### config.mk
export PLATFORM = sky130hd
export DESIGN_NAME = uart_rx_core
export DESIGN_NICKNAME = d
export VERILOG_FILES = /design/src/rtl/uart_rx_pkg.sv /design/src/rtl/uart_rx_vote.sv /design/src/rtl/uart_rx_core.sv
export SDC_FILE = /design/constraint.sdc
export NUM_CORES = 1
export LEC_CHECK = 0
export CAP_MARGIN = 20
export CORE_UTILIZATION = 35
export DETAILED_ROUTE_END_ITERATION = 8
export SYNTH_ARGS = -nofsm -noshare
export SYNTH_HDL_FRONTEND = slang
export SYNTH_SLANG_ARGS = --single-unit
### constraint.sdc
create_clock -name clk -period 2.4 [get_ports clk]
set_input_delay 0.6 -clock clk [delete_from_list [all_inputs] [get_ports clk]]
set_output_delay 0.6 -clock clk [all_outputs]
set_load 0.01 [all_outputs]
### src/rtl/uart_rx_pkg.sv
// Shared definitions for the UART receiver.
//   rx_state_e  : receiver FSM state encoding
//   par_mode_e  : parity mode, encoded as {stick, even}
//   frame_bits  : line bits in one character (start + data + parity + stop)
//   toc_width   : width of the idle-timeout counter for the widest frame
package uart_rx_pkg;

  typedef enum logic [2:0] {
    ST_IDLE,
    ST_START,
    ST_DATA,
    ST_PARITY,
    ST_STOP,
    ST_BRKWAIT
  } rx_state_e;

  typedef enum logic [1:0] {
    PAR_ODD   = 2'b00,
    PAR_EVEN  = 2'b01,
    PAR_MARK  = 2'b10,  // parity bit must be 1
    PAR_SPACE = 2'b11   // parity bit must be 0
  } par_mode_e;

  function automatic int unsigned frame_bits(int unsigned data_bits,
                                             int unsigned pe,
                                             int unsigned stb);
    return 1 + data_bits + pe + ((stb != 0) ? 2 : 1);
  endfunction

  function automatic int unsigned toc_width(int unsigned toc_chars,
                                            int unsigned dmax,
                                            int unsigned ovs);
    return $clog2(toc_chars * frame_bits(dmax, 1, 1) * ovs + 1);
  endfunction

endpackage

### src/rtl/uart_rx_vote.sv
// Line front end: 2-flop synchroniser and 3-sample majority vote.
//   clk, wb_rst_ni : clock, synchronous active-low reset
//   i_enable       : oversample tick
//   i_srx          : raw asynchronous serial line
//   i_tick         : tick index within the current bit period
//   o_rx_s         : synchronised line
//   o_vote_valid   : high on the tick that resolves the bit (OVS/2+1)
//   o_vote         : majority of rx_s at ticks OVS/2-1, OVS/2, OVS/2+1
module uart_rx_vote
  import uart_rx_pkg::*;
#(
  parameter int unsigned OVS = 16,
  parameter int unsigned TW  = $clog2(OVS)
) (
  input  logic          clk,
  input  logic          wb_rst_ni,
  input  logic          i_enable,
  input  logic          i_srx,
  input  logic [TW-1:0] i_tick,
  output logic          o_rx_s,
  output logic          o_vote_valid,
  output logic          o_vote
);

  localparam logic [TW-1:0] TICK_A = TW'(OVS / 2 - 1);
  localparam logic [TW-1:0] TICK_B = TW'(OVS / 2);
  localparam logic [TW-1:0] TICK_C = TW'(OVS / 2 + 1);

  logic r_sync1;
  logic r_rx_s;
  logic r_samp_a;
  logic r_samp_b;

  // NOTE: state is updated with non-blocking assignments so every flop
  // samples the pre-edge values; blocking here would collapse the synchroniser.
  always_ff @(posedge clk) begin
    if (!wb_rst_ni) begin
      r_sync1  <= 1'b1;
      r_rx_s   <= 1'b1;
      r_samp_a <= 1'b1;
      r_samp_b <= 1'b1;
    end else begin
      r_sync1 <= i_srx;
      r_rx_s  <= r_sync1;
      if (i_enable && i_tick == TICK_A) r_samp_a <= r_rx_s;
      if (i_enable && i_tick == TICK_B) r_samp_b <= r_rx_s;
    end
  end

  // The third sample is the live rx_s, so the vote resolves on tick C itself.
  assign o_rx_s       = r_rx_s;
  assign o_vote_valid = i_enable && (i_tick == TICK_C);
  assign o_vote       = (r_samp_a & r_samp_b) | (r_samp_a & r_rx_s) | (r_samp_b & r_rx_s);

endmodule

### src/rtl/uart_rx_core.sv
// UART receiver core: frame FSM, data/parity/stop checking, break detect,
// output holding register with valid/ready handshake, idle timeout.
//   clk, wb_rst_ni          : clock, synchronous active-low reset
//   enable                  : oversample tick (OVS per bit)
//   srx_pad_i               : asynchronous serial input, idle high
//   cfg_len/pe/ep/sp/stb    : frame format, latched at start detection
//   rx_data, rx_perr/ferr/brk, rx_valid, rx_ready : received word + handshake
//   rx_overrun, rx_timeout  : one-cycle event pulses
//   rx_busy                 : FSM not idle
module uart_rx_core
  import uart_rx_pkg::*;
#(
  parameter int unsigned OVS       = 16,
  parameter int unsigned DMAX      = 9,
  parameter int unsigned TOC_CHARS = 4
) (
  input  logic            clk,
  input  logic            wb_rst_ni,
  input  logic            enable,
  input  logic            srx_pad_i,
  input  logic [2:0]      cfg_len,
  input  logic            cfg_pe,
  input  logic            cfg_ep,
  input  logic            cfg_sp,
  input  logic            cfg_stb,
  output logic [DMAX-1:0] rx_data,
  output logic            rx_perr,
  output logic            rx_ferr,
  output logic            rx_brk,
  output logic            rx_valid,
  input  logic            rx_ready,
  output logic            rx_overrun,
  output logic            rx_timeout,
  output logic            rx_busy
);

  localparam int unsigned TICK_W = $clog2(OVS);
  localparam int unsigned LEN_W  = $clog2(DMAX + 1);
  localparam int unsigned TOC_W  = toc_width(TOC_CHARS, DMAX, OVS);
  localparam logic [TICK_W-1:0] TICK_LAST = TICK_W'(OVS - 1);
  // Latched format after reset is DMAX data bits, no parity, one stop bit.
  localparam logic [TOC_W-1:0]  TOC_RST   = TOC_W'(TOC_CHARS * frame_bits(DMAX, 0, 0) * OVS);

  rx_state_e         r_state, w_next_state;
  logic [TICK_W-1:0] r_tick;
  logic [LEN_W-1:0]  r_bit_cnt;
  logic [LEN_W-1:0]  r_len;
  logic              r_pe, r_stb;
  par_mode_e         r_pmode;
  logic [DMAX-1:0]   r_shift;
  logic              r_par, r_perr_f, r_ferr_f, r_all0;
  logic [DMAX-1:0]   r_data;
  logic              r_perr, r_ferr, r_brk, r_valid, r_overrun, r_timeout;
  logic [TOC_W-1:0]  r_toc;

  logic              w_rx_s, w_vote_valid, w_vote;
  logic              w_period_end, w_last_stop, w_in_frame;
  logic              w_start_det, w_complete, w_brk_word;
  logic              w_xfer, w_toc_load;
  logic [LEN_W-1:0]  w_cfg_bits;
  logic [TOC_W-1:0]  w_toc_reload;

  function automatic logic parity_bad(par_mode_e mode, logic data_xor, logic pbit);
    case (mode)
      PAR_ODD:  return ~(data_xor ^ pbit);
      PAR_EVEN: return data_xor ^ pbit;
      PAR_MARK: return ~pbit;
      default:  return pbit;
    endcase
  endfunction

  uart_rx_vote #(.OVS(OVS), .TW(TICK_W)) u_vote (
    .clk          (clk),
    .wb_rst_ni    (wb_rst_ni),
    .i_enable     (enable),
    .i_srx        (srx_pad_i),
    .i_tick       (r_tick),
    .o_rx_s       (w_rx_s),
    .o_vote_valid (w_vote_valid),
    .o_vote       (w_vote)
  );

  // Oversized cfg_len values saturate to DMAX data bits.
  assign w_cfg_bits   = LEN_W'(((32'(cfg_len) + 32'd5) > DMAX) ? DMAX : (32'(cfg_len) + 32'd5));
  assign w_in_frame   = r_state inside {ST_START, ST_DATA, ST_PARITY, ST_STOP};
  assign w_period_end = enable && (r_tick == TICK_LAST);
  assign w_last_stop  = (r_bit_cnt == LEN_W'(r_stb));
  assign w_xfer       = r_valid && rx_ready;
  assign w_toc_load   = w_start_det || w_xfer || !r_valid;
  assign w_toc_reload = TOC_W'(TOC_CHARS * frame_bits(32'(r_len), 32'(r_pe), 32'(r_stb)) * OVS);

  always_ff @(posedge clk) begin
    if (!wb_rst_ni) r_state <= ST_IDLE;
    else            r_state <= w_next_state;
  end

  // NOTE: every signal driven here gets a default before the case, otherwise
  // paths that skip an assignment would infer latches.
  always_comb begin
    w_next_state = r_state;
    w_start_det  = 1'b0;
    w_complete   = 1'b0;
    w_brk_word   = 1'b0;
    case (r_state)
      ST_IDLE: if (enable && !w_rx_s) begin
        w_next_state = ST_START;
        w_start_det  = 1'b1;
      end
      ST_START: begin
        if (w_vote_valid && w_vote) w_next_state = ST_IDLE;  // glitch
        else if (w_period_end)      w_next_state = ST_DATA;
      end
      ST_DATA: if (w_period_end && r_bit_cnt == r_len)
        w_next_state = r_pe ? ST_PARITY : ST_STOP;
      ST_PARITY: if (w_period_end) w_next_state = ST_STOP;
      ST_STOP: if (w_vote_valid && w_last_stop) begin
        w_complete   = 1'b1;
        w_brk_word   = r_all0 && !w_vote;
        w_next_state = w_brk_word ? ST_BRKWAIT : ST_IDLE;
      end
      ST_BRKWAIT: if (enable && w_rx_s) w_next_state = ST_IDLE;
      default: w_next_state = ST_IDLE;
    endcase
  end

  // Frame datapath. r_bit_cnt counts data bits in DATA and stop bits in STOP.
  // NOTE: r_shift has no reset; it is cleared at every start detection and
  // only reaches the outputs through a completed frame.
  always_ff @(posedge clk) begin
    if (!wb_rst_ni) begin
      r_tick    <= '0;
      r_bit_cnt <= '0;
      r_len     <= LEN_W'(DMAX);
      r_pe      <= 1'b0;
      r_stb     <= 1'b0;
      r_pmode   <= PAR_ODD;
      r_par     <= 1'b0;
      r_perr_f  <= 1'b0;
      r_ferr_f  <= 1'b0;
      r_all0    <= 1'b1;
    end else if (w_start_det) begin
      r_tick    <= '0;
      r_bit_cnt <= '0;
      r_len     <= w_cfg_bits;
      r_pe      <= cfg_pe;
      r_stb     <= cfg_stb;
      r_pmode   <= par_mode_e'({cfg_sp, cfg_ep});
      r_shift   <= '0;
      r_par     <= 1'b0;
      r_perr_f  <= 1'b0;
      r_ferr_f  <= 1'b0;
      r_all0    <= 1'b1;
    end else if (w_in_frame) begin
      if (enable) r_tick <= (r_tick == TICK_LAST) ? '0 : r_tick + TICK_W'(1);
      if (w_vote_valid) begin
        if (w_vote) r_all0 <= 1'b0;
        case (r_state)
          ST_DATA: begin
            r_shift[r_bit_cnt] <= w_vote;
            r_par              <= r_par ^ w_vote;
            r_bit_cnt          <= r_bit_cnt + LEN_W'(1);
          end
          ST_PARITY: r_perr_f <= parity_bad(r_pmode, r_par, w_vote);
          ST_STOP: begin
            if (!w_vote)      r_ferr_f  <= 1'b1;
            if (!w_last_stop) r_bit_cnt <= r_bit_cnt + LEN_W'(1);
          end
          default: ;
        endcase
      end
      if (r_state == ST_DATA && w_period_end && r_bit_cnt == r_len) r_bit_cnt <= '0;
    end
  end

  // Output holding register, handshake and timeout.
  always_ff @(posedge clk) begin
    if (!wb_rst_ni) begin
      r_data     <= '0;
      r_perr     <= 1'b0;
      r_ferr     <= 1'b0;
      r_brk      <= 1'b0;
      r_valid    <= 1'b0;
      r_overrun  <= 1'b0;
      r_timeout  <= 1'b0;
      r_toc      <= TOC_RST;
    end else begin
      r_overrun <= 1'b0;
      r_timeout <= 1'b0;
      if (w_complete && (!r_valid || rx_ready)) begin
        r_data  <= w_brk_word ? '0 : r_shift;
        r_perr  <= w_brk_word ? 1'b0 : r_perr_f;
        r_ferr  <= r_ferr_f || !w_vote;
        r_brk   <= w_brk_word;
        r_valid <= 1'b1;
      end else begin
        if (w_complete) r_overrun <= 1'b1;
        if (w_xfer)     r_valid   <= 1'b0;
      end
      if (w_toc_load) begin
        r_toc <= w_toc_reload;
      end else if (enable && r_toc != '0) begin
        r_toc <= r_toc - TOC_W'(1);
        if (r_toc == TOC_W'(1)) r_timeout <= 1'b1;
      end
    end
  end

  assign rx_data    = r_data;
  assign rx_perr    = r_perr;
  assign rx_ferr    = r_ferr;
  assign rx_brk     = r_brk;
  assign rx_valid   = r_valid;
  assign rx_overrun = r_overrun;
  assign rx_timeout = r_timeout;
  assign rx_busy    = (r_state != ST_IDLE);

endmodule
Word-level counts from Yosys, hierarchy flattened
Cells that the tools add are included.
Word-level totals
  input port bits: 12
  memories: 0
  output and inout bits: 16
  memory bits (read-only): 0
  word-level logic and storage cells: 151
  bits in latches: 0
  bits in registers: 61
  bits in writable memories: 0
Operators by class
  $add $sub $neg: 7
  shift-type cells: 0
  div/mod/pow operators: 0
  $mul: 0
  equality and inequality tests: 21
  mux-type cells: 38
  order comparisons: 3
  bitwise operators: 10
  reduce and logical (&&, ||, !) cells: 47
Operators by type and width (count)
  two-way mux 9 bit: 4
  > comparator 32 x 4 -> 1 bit (second input constant): 1
  two-way mux 3 bit: 9
  two-way mux 10 bit: 2
  two-way mux 4 bit: 5
  one-hot mux 3 bit (6 select lines): 1
  logical AND 1 bit: 16
  == test 4 bit (second input constant): 3
  two-way mux 1 bit: 12
  AND reduction 4 bit: 3
  nonzero test 2 bit: 6
  == test 10 x 1 -> 1 bit (second input constant): 1
  nonzero test 10 bit: 1
  subtractor 10 x 1 -> 10 bit (second input constant): 1
  bitwise mux 9 bit: 1
  AND reduction 3 bit: 3
  adder 4 x 1 -> 4 bit (second input constant): 2
  one-hot mux 4 bit (2 select lines): 1
  == test 3 x 2 -> 1 bit (second input constant): 2
  == test 3 bit (second input constant): 2
  inequality test 2 bit (second input constant): 3
  inequality test 3 x 2 -> 1 bit (second input constant): 2
  AND reduction 6 bit: 1
  nonzero test 3 bit: 2
  other kinds (28): 42

Depth between registers and ports, before layout
  depth after elaboration: 8
  mapped depth: 9
  depth with buffers taken out: 9

Modules after synthesis
Synthesis repeated with hierarchy kept, for this count alone.
Second synthesis, totals
  cells, all modules: 379
  area total of the unflattened synthesis: 3153.0 µm²
By module, submodules not included
  uart_rx_core: sequential area each 1231.2 µm², instances 1, cells each 361, area each 2976.6 µm²
  uart_rx_vote: sequential area each 80.1 µm², instances 1, cells each 18, area each 176.4 µm²

Worst setup path after synthesis
No wires, ideal clock.
  kind: reg-to-reg
  start: register r_state[2]
  end: register r_shift[0] (enable)
  setup slack: 282 ps
  required time: 2026 ps
  path buffers: 2
  period minus slack after synthesis: 2118 ps
  arrival time: 1744 ps
  setup time: 374 ps
  cell stages (with the launch flop): 7
  cells stage by stage: dfxtp_1 buf_6 or3_1 buf_2 nor3b_2 a21oi_1 nor2_1
Between the ends
  cells in the longest elaborated chain, start to end: 4
  elaborated cells between the ends (all ways): 11
  those cells by class: eq/ne: 4; mux: 1; reduce/logical: 6
Ends and longest elaborated chain
  start, declared: RTL line uart_rx_core.sv:44  | rx_state_e r_state, w_next_state;
  start signal, assigned: RTL line uart_rx_core.sv:94  | else r_state <= w_next_state;
  == test 3 x 1 -> 1 bit (tied with other cells): RTL line uart_rx_core.sv:85  | assign w_in_frame = r_state inside {ST_START, ST_DATA, ST_PARITY, ST_STOP};
  nonzero test 4 bit / two-way mux 1 bit (equally long branches): RTL line uart_rx_core.sv:85, uart_rx_core.sv:104
  nonzero test 2 bit (no line)
  AND reduction 4 bit (no line) (*)
  end signal, assigned by index: RTL line uart_rx_core.sv:159  | r_shift[r_bit_cnt] <= w_vote;
  end, declared: RTL line uart_rx_core.sv:50  | logic [DMAX-1:0] r_shift;
Mark *: on every way between the ends. The rest lies on a longest branch, timed or not.
A chain may end at the register's enable or synchronous reset.

Worst setup path in the final report
  start: register r_state[1]
  end: output port rx_busy
Between the ends
  cells in the longest elaborated chain, start to end: 1
Ends and longest elaborated chain
  nonzero test 3 bit: RTL line uart_rx_core.sv:215  | assign rx_busy = (r_state != ST_IDLE);
  end, declared: RTL line uart_rx_core.sv:34  | output logic rx_busy
Every way passes these cells.

==> run metrics <==
Die Area=9490 um2; length of the first detailed-routing pass in iterations=4; logic gate share of total power=15.8%; actual transition at the worst max-transition pin=between 0.6 and 0.7 ns; hold buffers post-CTS=0; first-pass GRT wire length=12000 um; switching share of power=25.9%; post-synthesis async set-or-reset flop share=0%; flops & latches, synth=61; post-cts gate resize count=0; Synth Net Count=408; syn_area_per_cell=8.43 um2; number of buffers between clock root and the deepest sink=2; global placement routability congestion=0.835; total clock sinks=61; largest net degree at the start of global routing=24; TritonCTS buffer count=9; area after detailed placement=3650 um2; vias per cell=approximately 5.0; synthesized-area fraction occupied by xor and xnor cells=between 6 and 7%; synthesized cell area=3190 um2; prevailing post-synth register cell=dfxtp_1; max-cap check violation count=0; Core Area=around 9000 um2; nets=roughly 450; number of DRC markers after the initial detailed-route iteration=96; Max Freq=about 0.44 GHz; critical path arrival=1.65 ns; main combinational cell family by area after synthesis=simple AND/OR/NAND/NOR gates; top fanout value on the critical path=6; peak supply drop=approximately 0.33 mV; half-perimeter wire length of the detailed placement result=approximately 5000 um; kind of path behind the tightest hold check=reg -> reg; clk_skew=0.0149 ns; number of different library cells in the post-synthesis netlist=53; num ports=28; setup tns final=0 ns; Die X-Extent=97.4 um; synthesized-area fraction occupied by ao, oa, aoi and oai cells=12.4%; internal power=1.86 mW; Worst Path Required=1.80 ns; number of diodes=0; die height=97.4 um; series of cell instances along the critical path=or3_1, clkdlybuf4s50_1; routed vias=2647; type of element capturing the critical path=primary output; most common cell after layout, fill and taps aside=nand2_1; Initial Util=36.4%; number of enable-type register cells in the synthesized netlist=9; clock latency at the later pin of the worst-skew pair=about 0.35 ns; post-synthesis share of cell area spent on and, or, nand and nor gates=25.1%; cell row count=34; Flop pwr share=43.5%; number of DRC violations after detailed routing=0; standby leakage power=1.48 nW; post-synthesis to final-layout area growth=21.4%; post-CTS setup repair buffer count=0; share of power burned in the clock network=40.8%; start-to-end type of the worst setup path=reg -> out; # port buffers=27; share of cells above drive strength 1=10.4%; Routed WL=~7000 um; status=completed; Relative slew margins=58.1%; stage delay of the slowest cell on the critical path=0.52 ns; Warnings, synthesis=0; root buffer cell=clkbuf_8; remaining global-route overflow=0; number of endpoints failing setup at the final stage=0; antenna violations before repair=0; antenna-violating nets left=0; sequential cell area fraction in the yosys report=41.1%; number of instances in the synthesized netlist=378; Worst Setup Start Kind=register; Final Max Tran Viols=0; slowest cell on the critical path=clkdlybuf4s50_1; part of the cycle the worst path needs=between 90% and 100%; Post-Synth Adder-Cell Area=7.62%; total power per unit cell area=about 650 nW/um2; Hold Slack=0.427 ns; Non-Filler Cell Area, Final=3870 um2; final hold vios=0; RSZ-0062 raised after global routing=false; wire length per cell=13.2 um; Clock H-tree levels=3; clock tree from TritonCTS=built; highest-count cells in the layout ignoring fill and taps=nand2_1 (61), dfxtp_1 (52), a21oi_1 (34); total global-route track usage=15.7%; switching power=0.649 mW; final period demand of the worst path=2.25 ns; post-synthesis mux area share=2.55%; via count of the first global-routing pass=approximately 2600; Clk pin slew, worst setup/hold paths=roughly 0.070 ns
==> per-layer routing <==
metal | vias to the layer above | global-route usage [%] | wire length, um
li1 | 1376 | - | -
met1 | 1199 | 21.1 | 3490
met2 | 62 | 24.2 | 3090
met3 | 10 | 2.66 | 262
met4 | 0 | 8.03 | 153
met5 | - | 0 | 0
==> layout make-up <==
class | count | area (um2)
flip-flops and latches | 61 | 1310
clock buffers | 11 | 141
inverters | 18 | 67.6
multi-input cells | 279 | 1710
repair buffers | 48 | 428
well taps | 108 | 135
clock inverters | 5 | 73.8
fillers | 864 | 4890
==> state kept, by name, indices dropped and copies added, names as in the netlist, 2 cells and up <==
signal,count
r_toc,10
rx_data,9
r_state,3
r_shift,9
r_pmode,2
r_len,4
r_bit_cnt,4
r_tick,4
==> worst max-delay path: cells and delay by family, from the launching register on <==
family        cells  cell delay [ns]
simple gates      1             0.48
flops             1             0.31
buf+inv           1             0.52
==> cell families after synthesis <==
logic type | count (synthesis)
AO/OA/AOI/OAI | 66
XOR/XNOR | 22
adder cells (fa/ha/maj) | 19
buffers and inverters | 38
flip-flops | 61
multiplexers | 8
AND/OR/NAND/NOR | 164
==> cell usage after synthesis (all sizes together) (2+ instances only) <==
| master | n | area [um2] |
|---|---|---|
| o211ai | 3 | 22.5 |
| and2 | 2 | 12.5 |
| o21ai | 8 | 40.0 |
| a21o | 4 | 30.0 |
| nor2 | 27 | 101 |
| and3 | 2 | 12.5 |
| nor2b | 5 | 31.3 |
| nor3 | 4 | 25.0 |
| nand3b | 3 | 22.5 |
| o22ai | 2 | 12.5 |
| xnor2 | 17 | 149 |
| nor3b | 2 | 20.0 |
| mux2i | 7 | 70.1 |
| inv | 18 | 67.6 |
| nand3 | 30 | 155 |
| clkbuf | 14 | 52.6 |
| ha | 17 | 213 |
| a21oi | 34 | 170 |
| or3b | 2 | 17.5 |
| o21a | 2 | 15.0 |
| dfxtp | 52 | 1040 |
| xor2 | 5 | 43.8 |
| nor4 | 2 | 12.5 |
| a22oi | 2 | 15.0 |
| nand2 | 63 | 241 |
| buf | 6 | 42.5 |
| edfxtp | 9 | 270 |
| a211oi | 4 | 30.0 |
| nand2b | 7 | 43.8 |
| nand4 | 6 | 37.5 |
| or3 | 4 | 25.0 |
==> power by group through the flow <==
stage / registers, mW / clock network (mW) / logic [mW]
after floorplan: 1.11 / 0 / 0.274
after global placement: 1.11 / 0 / 0.392
after detailed placement: 1.11 / 0 / 0.394
after CTS: 1.09 / 1.05 / 0.396
after global routing: 1.09 / 1.09 / 0.443
final: 1.09 / 1.02 / 0.395
==> stage by stage <==
step,util [%],setup slack (ns),std cells,total power [mW]
after floorplan,-,0.282,378,1.38
after global placement,41.7,0.0791,514,1.50
after detailed placement,41.7,0.0135,514,1.51
after CTS,44.2,0.115,530,2.54
after global routing,44.2,0.0921,530,2.62
final,44.2,0.147,530,2.51
==> final timing paths <==
kind,depth (start not counted),start,endpoint,slack (ns)
worst max-delay path,2,r_state[1],rx_busy,0.15
worst min-delay path,1,u_vote.r_sync1,u_vote.o_rx_s,0.43
worst max register to register,5,r_state[1],r_len[0],0.44
worst min register to register,1,u_vote.r_sync1,u_vote.o_rx_s,0.43
(Power assumes the default switching activity.)
